## config.mk

```make
export PLATFORM = sky130hd
export DESIGN_NAME = wb_bus_arbiter
export DESIGN_NICKNAME = d
export VERILOG_FILES = /design/src/rtl/wb_bus_arbiter_pkg.sv /design/src/rtl/wb_arb_watchdog.sv /design/src/rtl/wb_bus_arbiter.sv
export SDC_FILE = /design/constraint.sdc
export NUM_CORES = 1
export LEC_CHECK = 0
export ABC_AREA = 1
export CAP_MARGIN = 5
export CORE_MARGIN = 2
export CORE_UTILIZATION = 44
export CTS_BUF_LIST = sky130_fd_sc_hd__clkbuf_8
export CTS_CLUSTER_DIAMETER = 200
export DETAILED_ROUTE_END_ITERATION = 6
export PLACE_DENSITY = 0.88
export SLEW_MARGIN = 20
export SYNTH_ARGS = -nofsm -noshare
export SYNTH_HDL_FRONTEND = slang
export SYNTH_HIERARCHICAL = 1
export SYNTH_SLANG_ARGS = --single-unit
```

## constraint.sdc

```tcl
create_clock -name clk -period 2 [get_ports clk]
set_input_delay 0.4 -clock clk [delete_from_list [all_inputs] [get_ports clk]]
set_output_delay 0.4 -clock clk [all_outputs]
set_load 0.02 [all_outputs]
```

## src/rtl/wb_bus_arbiter_pkg.sv

```systemverilog
// Shared definitions for the Wishbone bus arbiter: state encodings, fetch byte select and the
// default timeout length used when WB_ARB_TIMEOUT_EN is defined.
package wb_bus_arbiter_pkg;

  typedef enum logic [2:0] {
    StIdle      = 3'd0,
    StIfBusy    = 3'd1,
    StMemBusy   = 3'd2,
    StFlushWait = 3'd3,
    StAck       = 3'd4
  } arb_state_e;

  localparam logic [3:0] FetchSel = 4'hF;

  localparam int unsigned DefaultTimeoutCycles = 256;

endpackage

```

## src/rtl/wb_arb_watchdog.sv

```systemverilog
// Bus-cycle watchdog: counts enabled cycles since the last clear and flags the last allowed one.
// Only instantiated by wb_bus_arbiter when WB_ARB_TIMEOUT_EN is defined.
module wb_arb_watchdog #(
  parameter int unsigned Cycles = 256
) (
  input  logic clk,
  input  logic rst,
  input  logic clr,
  input  logic en,
  output logic expire
);

  localparam int unsigned CntW = (Cycles > 1) ? $clog2(Cycles) : 1;
  localparam logic [CntW-1:0] LastCnt = CntW'(Cycles - 1);

  logic [CntW-1:0] cnt_q, cnt_d;

  // Expire on the Cycles-th enabled cycle after a clear.
  assign expire = en & ~clr & (cnt_q == LastCnt);

  always_comb begin
    cnt_d = cnt_q;
    if (clr) begin
      cnt_d = '0;
    end else if (en && !expire) begin
      cnt_d = cnt_q + CntW'(1);
    end
  end

  always_ff @(posedge clk) begin
    if (rst) begin
      cnt_q <= '0;
    end else begin
      cnt_q <= cnt_d;
    end
  end

endmodule

```

## src/rtl/wb_bus_arbiter.sv

```systemverilog
// Shares one Wishbone master port between fetch (IF) and data (MEM), MEM first.
// Optional bus timeout with WB_ARB_TIMEOUT_EN.
module wb_bus_arbiter
  import wb_bus_arbiter_pkg::*;
#(
  parameter int unsigned TIMEOUT_CYCLES = DefaultTimeoutCycles
) (
  input  logic        clk,
  input  logic        rst,
  input  logic        flush_i,
  input  logic        if_req_i,
  input  logic [31:0] if_addr_i,
  output logic [31:0] if_rdata_o,
  output logic        if_ack_o,
  output logic        stallreq_if_o,
  input  logic        mem_req_i,
  input  logic        mem_we_i,
  input  logic [3:0]  mem_sel_i,
  input  logic [31:0] mem_addr_i,
  input  logic [31:0] mem_wdata_i,
  output logic [31:0] mem_rdata_o,
  output logic        mem_ack_o,
  output logic        stallreq_mem_o,
  output logic        wb_cyc_o,
  output logic        wb_stb_o,
  output logic        wb_we_o,
  output logic [3:0]  wb_sel_o,
  output logic [31:0] wb_adr_o,
  output logic [31:0] wb_dat_o,
  input  logic [31:0] wb_dat_i,
  input  logic        wb_ack_i,
  output logic        bus_err_o
);

  arb_state_e  state_q, state_d;
  logic        cyc_q, cyc_d;
  logic        we_q, we_d;
  logic [3:0]  sel_q, sel_d;
  logic [31:0] adr_q, adr_d;
  logic [31:0] dat_q, dat_d;
  logic        if_ack_q, if_ack_d;
  logic        mem_ack_q, mem_ack_d;
  logic [31:0] if_rdata_q, if_rdata_d;
  logic [31:0] mem_rdata_q, mem_rdata_d;
  logic        bus_err_q, bus_err_d;
  logic        grant;
  logic        timeout_expire;

`ifdef WB_ARB_TIMEOUT_EN
  logic wd_en;
  assign wd_en = (state_q == StIfBusy) || (state_q == StMemBusy) || (state_q == StFlushWait);

  wb_arb_watchdog #(
    .Cycles(TIMEOUT_CYCLES)
  ) u_watchdog (
    .clk   (clk),
    .rst   (rst),
    .clr   (grant),
    .en    (wd_en),
    .expire(timeout_expire)
  );
`else
  assign timeout_expire = 1'b0;
  logic unused_timeout_cfg;
  assign unused_timeout_cfg = ^{TIMEOUT_CYCLES, grant};
`endif

  always_comb begin
    state_d     = state_q;
    cyc_d       = cyc_q;
    we_d        = we_q;
    sel_d       = sel_q;
    adr_d       = adr_q;
    dat_d       = dat_q;
    if_ack_d    = 1'b0;
    mem_ack_d   = 1'b0;
    if_rdata_d  = if_rdata_q;
    mem_rdata_d = mem_rdata_q;
    bus_err_d   = 1'b0;
    grant       = 1'b0;

    unique case (state_q)
      StIdle: begin
        if (!flush_i) begin
          if (mem_req_i) begin
            grant   = 1'b1;
            cyc_d   = 1'b1;
            we_d    = mem_we_i;
            sel_d   = mem_sel_i;
            adr_d   = mem_addr_i;
            dat_d   = mem_wdata_i;
            state_d = StMemBusy;
          end else if (if_req_i) begin
            grant   = 1'b1;
            cyc_d   = 1'b1;
            we_d    = 1'b0;
            sel_d   = FetchSel;
            adr_d   = if_addr_i;
            dat_d   = '0;
            state_d = StIfBusy;
          end
        end
      end
      StIfBusy, StMemBusy: begin
        if (wb_ack_i) begin
          cyc_d = 1'b0;
          if (flush_i) begin
            state_d = StIdle;
          end else begin
            state_d = StAck;
            if (state_q == StIfBusy) begin
              if_ack_d   = 1'b1;
              if_rdata_d = wb_dat_i;
            end else begin
              mem_ack_d   = 1'b1;
              mem_rdata_d = wb_dat_i;
            end
          end
        end else if (timeout_expire) begin
          cyc_d     = 1'b0;
          bus_err_d = 1'b1;
          state_d   = StIdle;
        end else if (flush_i) begin
          // Let the slave finish; its result is thrown away in StFlushWait.
          state_d = StFlushWait;
        end
      end
      StFlushWait: begin
        if (wb_ack_i) begin
          cyc_d   = 1'b0;
          state_d = StIdle;
        end else if (timeout_expire) begin
          cyc_d     = 1'b0;
          bus_err_d = 1'b1;
          state_d   = StIdle;
        end
      end
      StAck: begin
        state_d = StIdle;
      end
      default: begin
        cyc_d   = 1'b0;
        state_d = StIdle;
      end
    endcase
  end

  always_ff @(posedge clk) begin
    if (rst) begin
      state_q     <= StIdle;
      cyc_q       <= 1'b0;
      we_q        <= 1'b0;
      sel_q       <= '0;
      adr_q       <= '0;
      dat_q       <= '0;
      if_ack_q    <= 1'b0;
      mem_ack_q   <= 1'b0;
      if_rdata_q  <= '0;
      mem_rdata_q <= '0;
      bus_err_q   <= 1'b0;
    end else begin
      state_q     <= state_d;
      cyc_q       <= cyc_d;
      we_q        <= we_d;
      sel_q       <= sel_d;
      adr_q       <= adr_d;
      dat_q       <= dat_d;
      if_ack_q    <= if_ack_d;
      mem_ack_q   <= mem_ack_d;
      if_rdata_q  <= if_rdata_d;
      mem_rdata_q <= mem_rdata_d;
      bus_err_q   <= bus_err_d;
    end
  end

  assign wb_cyc_o       = cyc_q;
  assign wb_stb_o       = cyc_q;
  assign wb_we_o        = we_q;
  assign wb_sel_o       = sel_q;
  assign wb_adr_o       = adr_q;
  assign wb_dat_o       = dat_q;
  assign if_ack_o       = if_ack_q;
  assign mem_ack_o      = mem_ack_q;
  assign if_rdata_o     = if_rdata_q;
  assign mem_rdata_o    = mem_rdata_q;
  assign bus_err_o      = bus_err_q;
  assign stallreq_if_o  = if_req_i & ~if_ack_q;
  assign stallreq_mem_o = mem_req_i & ~mem_ack_q;

endmodule

```

==> flow_summary_export.csv, run 1 <==
group,metric,value,unit
grt,grtUsageMet1,25.37,%
floorplan,core_area,0.01196,sq mm
finish,fin_nets,1137,
detailed_routing,first_pass_iters,7,
synth,synthSimpleGateAreaFrac,24.05,%
cts,holdBufCountCts,0,
synth,ys_types,22,
critical_path,crit_path_end_kind,"primary output",
synth,synth_fp_nets,870,
synth,synth_top_family_by_area,"simple AND/OR/NAND/NOR gates",
placed_design,routabilityCongestion,0.8305,
grt,grt_pass1_wl,24.83,mm
cts,post_cts_buffers,0,
cts,cts_resized,3,
critical_path,crit_buf_inv,3,
detailed_routing,drc,0,
synth,seq_area_frac_synth,52.02,%
synth,synth_compound_area_share,15.88,%
cts,cts_buffers,17,
timing,hold_viol,0,
placed_design,dpl.hpwl,11.84,mm
synth,mappedNetlistArea,0.005349,sq mm
placed_design,dp.cells,1126,
synth,synthMuxAreaShare,0,%
critical_path,startpoint,"mem_req_i",
finish,area_delta_synth_final,63.84,%
power,irDropWorstVdd,541.0,uV
detailed_routing,drt_iter0_markers,309,
finish,drive_gt1_share,6.034,%
timing,finalSetupTns,0,ps
critical_path,start_kind,"input pin",
floorplan,dieHeight,114.3,microns
cts,htreeDepth,4,
floorplan,io_pins,279,
finish,n_fill_cell,890,
detailed_routing,routedWlPerCell,14.20,microns
floorplan,initial_core_util,44.72,%
grt,antenna_found_initial,1,
critical_path,crit_path_max_fanout,8,
grt,use_met3,8.047,%
job,maxCapViolations,0,
floorplan,die_w,114.3,microns
synth,ys_warn_count,6,
cts,cts_sinks,139,
timing,finalCriticalPeriod,1907,ps
grt,grt_max_degree,66,
critical_path,crit_chain,"clkdlybuf4s50_1 > clkinv_2 > nor2_1 > dlygate4sd2_1",
critical_path,worstReg2RegStart,"state_q[1]",
detailed_routing,vias,5642,
critical_path,cp.arrival,1510,ps
placed_design,portBuffers,277,
detailed_routing,ant_nets,0,
critical_path,max_stage_delay,520,ps
worst_hold_path,hp-start,"mem_rdata_o[23]",
power,p_per_area,1054,mW/mm^2
timing,whs,443.0,ps
placed_design,placed_area,0.008282,sq mm
cts,clkLatencyLatePin,450,ps
cts,clk_pin_slew_worst_paths,80,ps
timing,post-route-period-util,95.34,%
critical_path,crit_family,"buffers and inverters",
critical_path,critical_path_class,"in2out",
worst_hold_path,min_path_type,"reg2reg",
cts,clockRootBuffer,"clkbuf_8",
timing,fmax,0.5244,GHz
synth,synth-seq-cells,139,
detailed_routing,avgViaCountPerCell,4.868,
floorplan,num_rows,40,
grt,use_met2,43.06,%
grt,grt_usage,24.34,%
critical_path,cpMaxStageDelayCell,"clkdlybuf4s50_1",
floorplan,die_area,0.01305,sq mm
timing,setup_violations,0,
finish,final_cells,1159,
grt,grt_pass1_vias,5093,
synth,syn_avg_cell_area,7.317,sq um
synth,syn_inst,731,
grt,gr-max-usage-layer,"met2",
timing,drv_slew,0,
critical_path,required,1600,ps
finish,finalInstanceArea,0.008763,sq mm
synth,synthXorXnorAreaFrac,0,%
power,p_leak,3.404,nW
timing,rsz0062_at_grt,"false",
cts,clk_path_buf_depth,2,
timing,finalClockSkew,9.594,ps
grt,overflow,0,
cts,cts_tree,"yes",
detailed_routing,finalWirelength,16.45,mm
synth,synth_fa_ha_area_share,0,%
outcome,outcome,"complete, no violations",
==> worst min-delay path, delay by kind of cell, from the launching register on <==
| family | cells | cell delay [ps] |
|---|---|---|
| AO/OA/AOI/OAI | 1 | 50 |
| buffers and inverters | 1 | 40 |
| flip-flops | 1 | 310 |
==> routing by layer <==
metal | wire length, microns | part of all wire (%)
met2 | 8256 | 50
met1 | 6130 | 37
met5 | 0 | 0
met4 | 693 | 4.2
met3 | 1373 | 8.3
==> cell type report <==
class / count / area (sq um) / area share (%)
Multi-Input combinational cell: 500 / 2140 / 24.41
Tap cell: 147 / 183.9 / 2.099
Clock buffer: 21 / 289.0 / 3.298
Sequential cell: 139 / 2783 / 31.75
Antenna cell: 1 / 2.502 / 0.02856
Timing Repair Buffer: 298 / 3015 / 34.41
Inverter: 42 / 158.9 / 1.813
Clock inverter: 11 / 191.4 / 2.184
==> cell usage in the layout (no fill, tap or decap), types with 2 or more instances in the layout <==
cell type,Yosys,layout
clkbuf_8,0,21
o21ai_1,4,4
a21oi_1,66,66
inv_2,3,4
nor3_1,5,5
nor2_1,147,147
buf_4,5,14
dfxtp_1,139,139
o21ai_0,96,96
dlygate4sd2_1,0,2
nand4_1,4,4
bufinv_16,0,5
inv_1,38,39
clkinv_4,0,3
buf_12,0,7
nand3_1,4,4
nand2_1,168,168
clkdlybuf4s50_1,0,275
==> cell usage after synthesis <==
cell      number  area share, %
a21oi_1       66            6.2
buf_2          8           0.75
buf_4          5           0.70
buf_6          7            1.5
clkbuf_1      30            2.1
clkinv_1       1          0.070
conb_1         1          0.070
dfxtp_1      139             52
inv_1         38            2.7
inv_2          3           0.21
nand2_1      168             12
nand2_2        1           0.12
nand3_1        4           0.37
nand3_2        1           0.19
nand4_1        4           0.47
nor2_1       147             10
nor2_2         1           0.12
nor2_4         1           0.21
nor3_1         5           0.47
o21ai_0       96            9.0
o21ai_1        4           0.37
o21bai_4       1           0.35
==> path summary, 6_finish.rpt <==
path	endpoint	slack [ps]	cells past startpoint
worst min register to register	mem_rdata_o[23]	440	2
worst max-delay path	stallreq_mem_o	90	4
worst max register to register	wb_dat_o[1]	550	7
worst min-delay path	mem_rdata_o[23]	440	2
==> cells by family (layout without fill, tap and decap cells) <==
| family | after synthesis | count (layout) |
|---|---|---|
| flip-flops | 139 | 139 |
| AO/OA/AOI/OAI | 167 | 167 |
| other | 1 | 2 |
| buffers and inverters | 92 | 372 |
| AND/OR/NAND/NOR | 332 | 332 |
==> metrics by stage <==
step | utilization (%) | power [mW] | setup slack (ps)
floorplan | - | 5.160 | 433.1
global placement | 69.24 | 6.538 | -307.5
detailed placement | 69.24 | 6.611 | -311.5
CTS | 73.24 | 9.289 | 74.86
global route | 73.26 | 9.690 | 8.532
finish | 73.26 | 9.240 | 93.23
==> power by group <==
part | total [mW] | internal [mW] | switching (mW) | leakage [nW]
registers | 3.45 | 3.21 | 0.243 | 1.13
clock network | 2.69 | 1.62 | 1.08 | 0.245
logic | 3.09 | 1.43 | 1.66 | 2.03
==> state kept, by name, summed over array words and instances (netlist names) <==
| name | cells |
|---|---|
| if_rdata_o | 32 |
| mem_rdata_o | 32 |
| wb_adr_o | 32 |
| wb_dat_o | 32 |
| wb_sel_o | 4 |
| state_q | 3 |
| if_ack_o | 1 |
| mem_ack_o | 1 |
| wb_cyc_o | 1 |
| wb_we_o | 1 |
(Power assumes the default switching activity.)
==> inputs of run 2 (changes only) <==
Settings changed: CORE_ASPECT_RATIO set to 0.6, CORE_UTILIZATION 44 to 37, PLACE_DENSITY 0.88 to 0.79, TNS_END_PERCENT set to 10.
Clock period 2 ns to 1.6 ns, I/O delays scaled along.
==> flow_summary_export.csv, run 2 (synthesis gave the netlist of run 1 again) <==
group,metric,value,unit
power,p_seq_share,40.4,%
critical_path,cp.arrival,1220,ps
timing,post-route-period-util,96.54,%
cts,clockRootBuffer,"clkbuf_8",
grt,grt_max_degree,66,
finish,final_util,62.04,%
critical_path,r2r_end,"wb_adr_o[29]",
timing,finalCriticalPeriod,1545,ps
critical_path,startpoint,"if_req_i",
detailed_routing,first_pass_iters,4,
timing,fmax,0.6474,GHz
critical_path,crit_buf_inv,3,
critical_path,reg2reg_depth,7,
grt,antenna_found_initial,0,
worst_hold_path,hp-start,"mem_rdata_o[31]",
cts,clk_path_buf_depth,2,
floorplan,die_area,0.01547,sq mm
finish,final_cell_mix,"nand2_1 (168), nor2_1 (147), dfxtp_1 (139)",
timing,setup_violations,0,
power,p_sw_share,36.00,%
timing,rsz0062_at_grt,"false",
critical_path,required,1280,ps
critical_path,crit_path_max_fanout,2,
grt,grt_usage,21.21,%
cts,cts_sinks,139,
critical_path,crit_path_end_kind,"primary output",
power,intPower,6.776,mW
finish,area_delta_synth_final,60.91,%
grt,overflow,0,
critical_path,cp-endpoint,"stallreq_if_o",
critical_path,crit_chain,"clkdlybuf4s50_1 > inv_1 > nor2_1 > clkdlybuf4s15_1",
cts,clkLatencyLatePin,420,ps
floorplan,die_w,159.2,microns
job,maxCapViolations,0,
cts,post_cts_buffers,0,
cts,clk_pin_slew_worst_paths,80,ps
cts,cts_buffers,17,
critical_path,start_kind,"input pin",
power,irDropWorstVdd,563.5,uV
floorplan,dieHeight,97.14,microns
power,combPwrFrac,33.4,%
detailed_routing,drc,0,
finish,drive_gt1_share,6.417,%
floorplan,core_area,0.01387,sq mm
finish,fin_nets,1139,
critical_path,worstReg2RegStart,"state_q[0]",
outcome,outcome,"complete, no violations",
timing,finalClockSkew,16.07,ps
power,p_per_area,1230,mW/mm^2
critical_path,cp.depth,4,
timing,finalSetupTns,0,ps
detailed_routing,avgViaCountPerCell,4.575,
worst_hold_path,min_path_type,"reg2reg",
critical_path,crit_family,"buffers and inverters",
power,power.clock.fraction,26.1,%
detailed_routing,vias,5513,
critical_path,critical_path_class,"in2out",
placed_design,portBuffers,277,
finish,final_common_cell,"nand2_1",
floorplan,io_pins,279,
placed_design,dpl.hpwl,12.04,mm
detailed_routing,routedWlPerCell,13.50,microns
power,p_sw,3.812,mW
placed_design,routabilityCongestion,0.8079,
critical_path,max_stage_delay,480,ps
power,p_leak,3.978,nW
floorplan,num_rows,33,
critical_path,reg2reg_slack,160,ps
grt,grt_pass1_vias,5328,
finish,diodes,0,
cts,cts_tree,"yes",
timing,drv_slew,0,
floorplan,initial_core_util,38.56,%
timing,hold_viol,0,
grt,grt_pass1_wl,26.63,mm
cts,holdBufCountCts,0,
detailed_routing,ant_nets,0,
cts,htreeDepth,4,
critical_path,cpMaxStageDelayCell,"clkdlybuf4s50_1",
detailed_routing,finalWirelength,16.27,mm
detailed_routing,drt_iter0_markers,277,
## run 2: cell types whose count changed in the layout (fill, tap and decap cells not counted), sizes merged, moves of 3 or more
| cell | before | now |
|---|---|---|
| inv | 43 | 49 |
| clkbuf | 21 | 18 |
| clkdlybuf4s50 | 275 | 137 |
| clkinvlp | 1 | 4 |
| dlygate4sd2 | 2 | 137 |
| bufinv | 5 | 1 |
## run 2: worst reg2reg max path, stage by stage (launching register included)
cell,delay [ps]
dfxtp_1,360
inv_2,120
nand2_1,100
nor2_1,180
nand2_2,120
buf_4,220
o21ai_0,180
nor2_1,60
## run 2: final cells by class
cell class / count / area (sq um)
clock buffers: 18 / 247.7
clock inverters: 14 / 136.4
fillers: 1309 / 5266
inverters: 42 / 157.7
multi-input cells: 500 / 2140
flip-flops and latches: 139 / 2783
well taps: 192 / 240.2
repair buffers: 300 / 2903
## run 2: power by group through the flow
stage               logic, mW  clock network [mW]  registers [mW]
finish                   3.54                2.77            4.28
global route             3.88                3.03            4.35
CTS                      3.57                2.86            4.29
detailed placement       3.93                   0            4.39
global placement         3.87                   0            4.36
floorplan                1.45                   0            5.00
## run 2: through the flow
step	std cells	area, sq um	hold WS [ps]	total power, mW	setup WS, ps
global placement	1173	8391	429.7	8.230	-431.4
CTS	1205	8603	413.0	10.71	-107.4
detailed placement	1173	8391	432.8	8.313	-433.4
finish	1205	8607	439.8	10.59	55.41
floorplan	731	5349	462.1	6.450	193.1
global route	1205	8607	407.2	11.26	17.65
## run 2: worst min-delay path by stage
stage / endpoint / cells after the start / slack, ps
2_1_floorplan: wb_sel_o[0] / 2 / 460
5_1_grt: wb_dat_o[24] / 3 / 410
3_5_place_dp: mem_rdata_o[31] / 2 / 430
4_1_cts: wb_dat_o[16] / 3 / 410
3_3_place_gp: mem_rdata_o[9] / 2 / 430
6_report: mem_rdata_o[31] / 2 / 440
## run 2: layer usage
metal | vias to the layer above | routed length [microns] | track usage [%]
met5 | - | 0 | 0
met1 | 2451 | 7335 | 25.66
met2 | 194 | 7354 | 35.42
li1 | 2847 | - | -
met3 | 21 | 1332 | 8.024
met4 | 0 | 246 | 6.014
## run 2: repair_timing
item                                    4_1_cts  5_1_grt
hold endpoints to repair                      0        0
cloned                                        0        0
pin swaps                                     0        0
gates resized for setup                     141        4
endpoints found under the setup margin      139        3
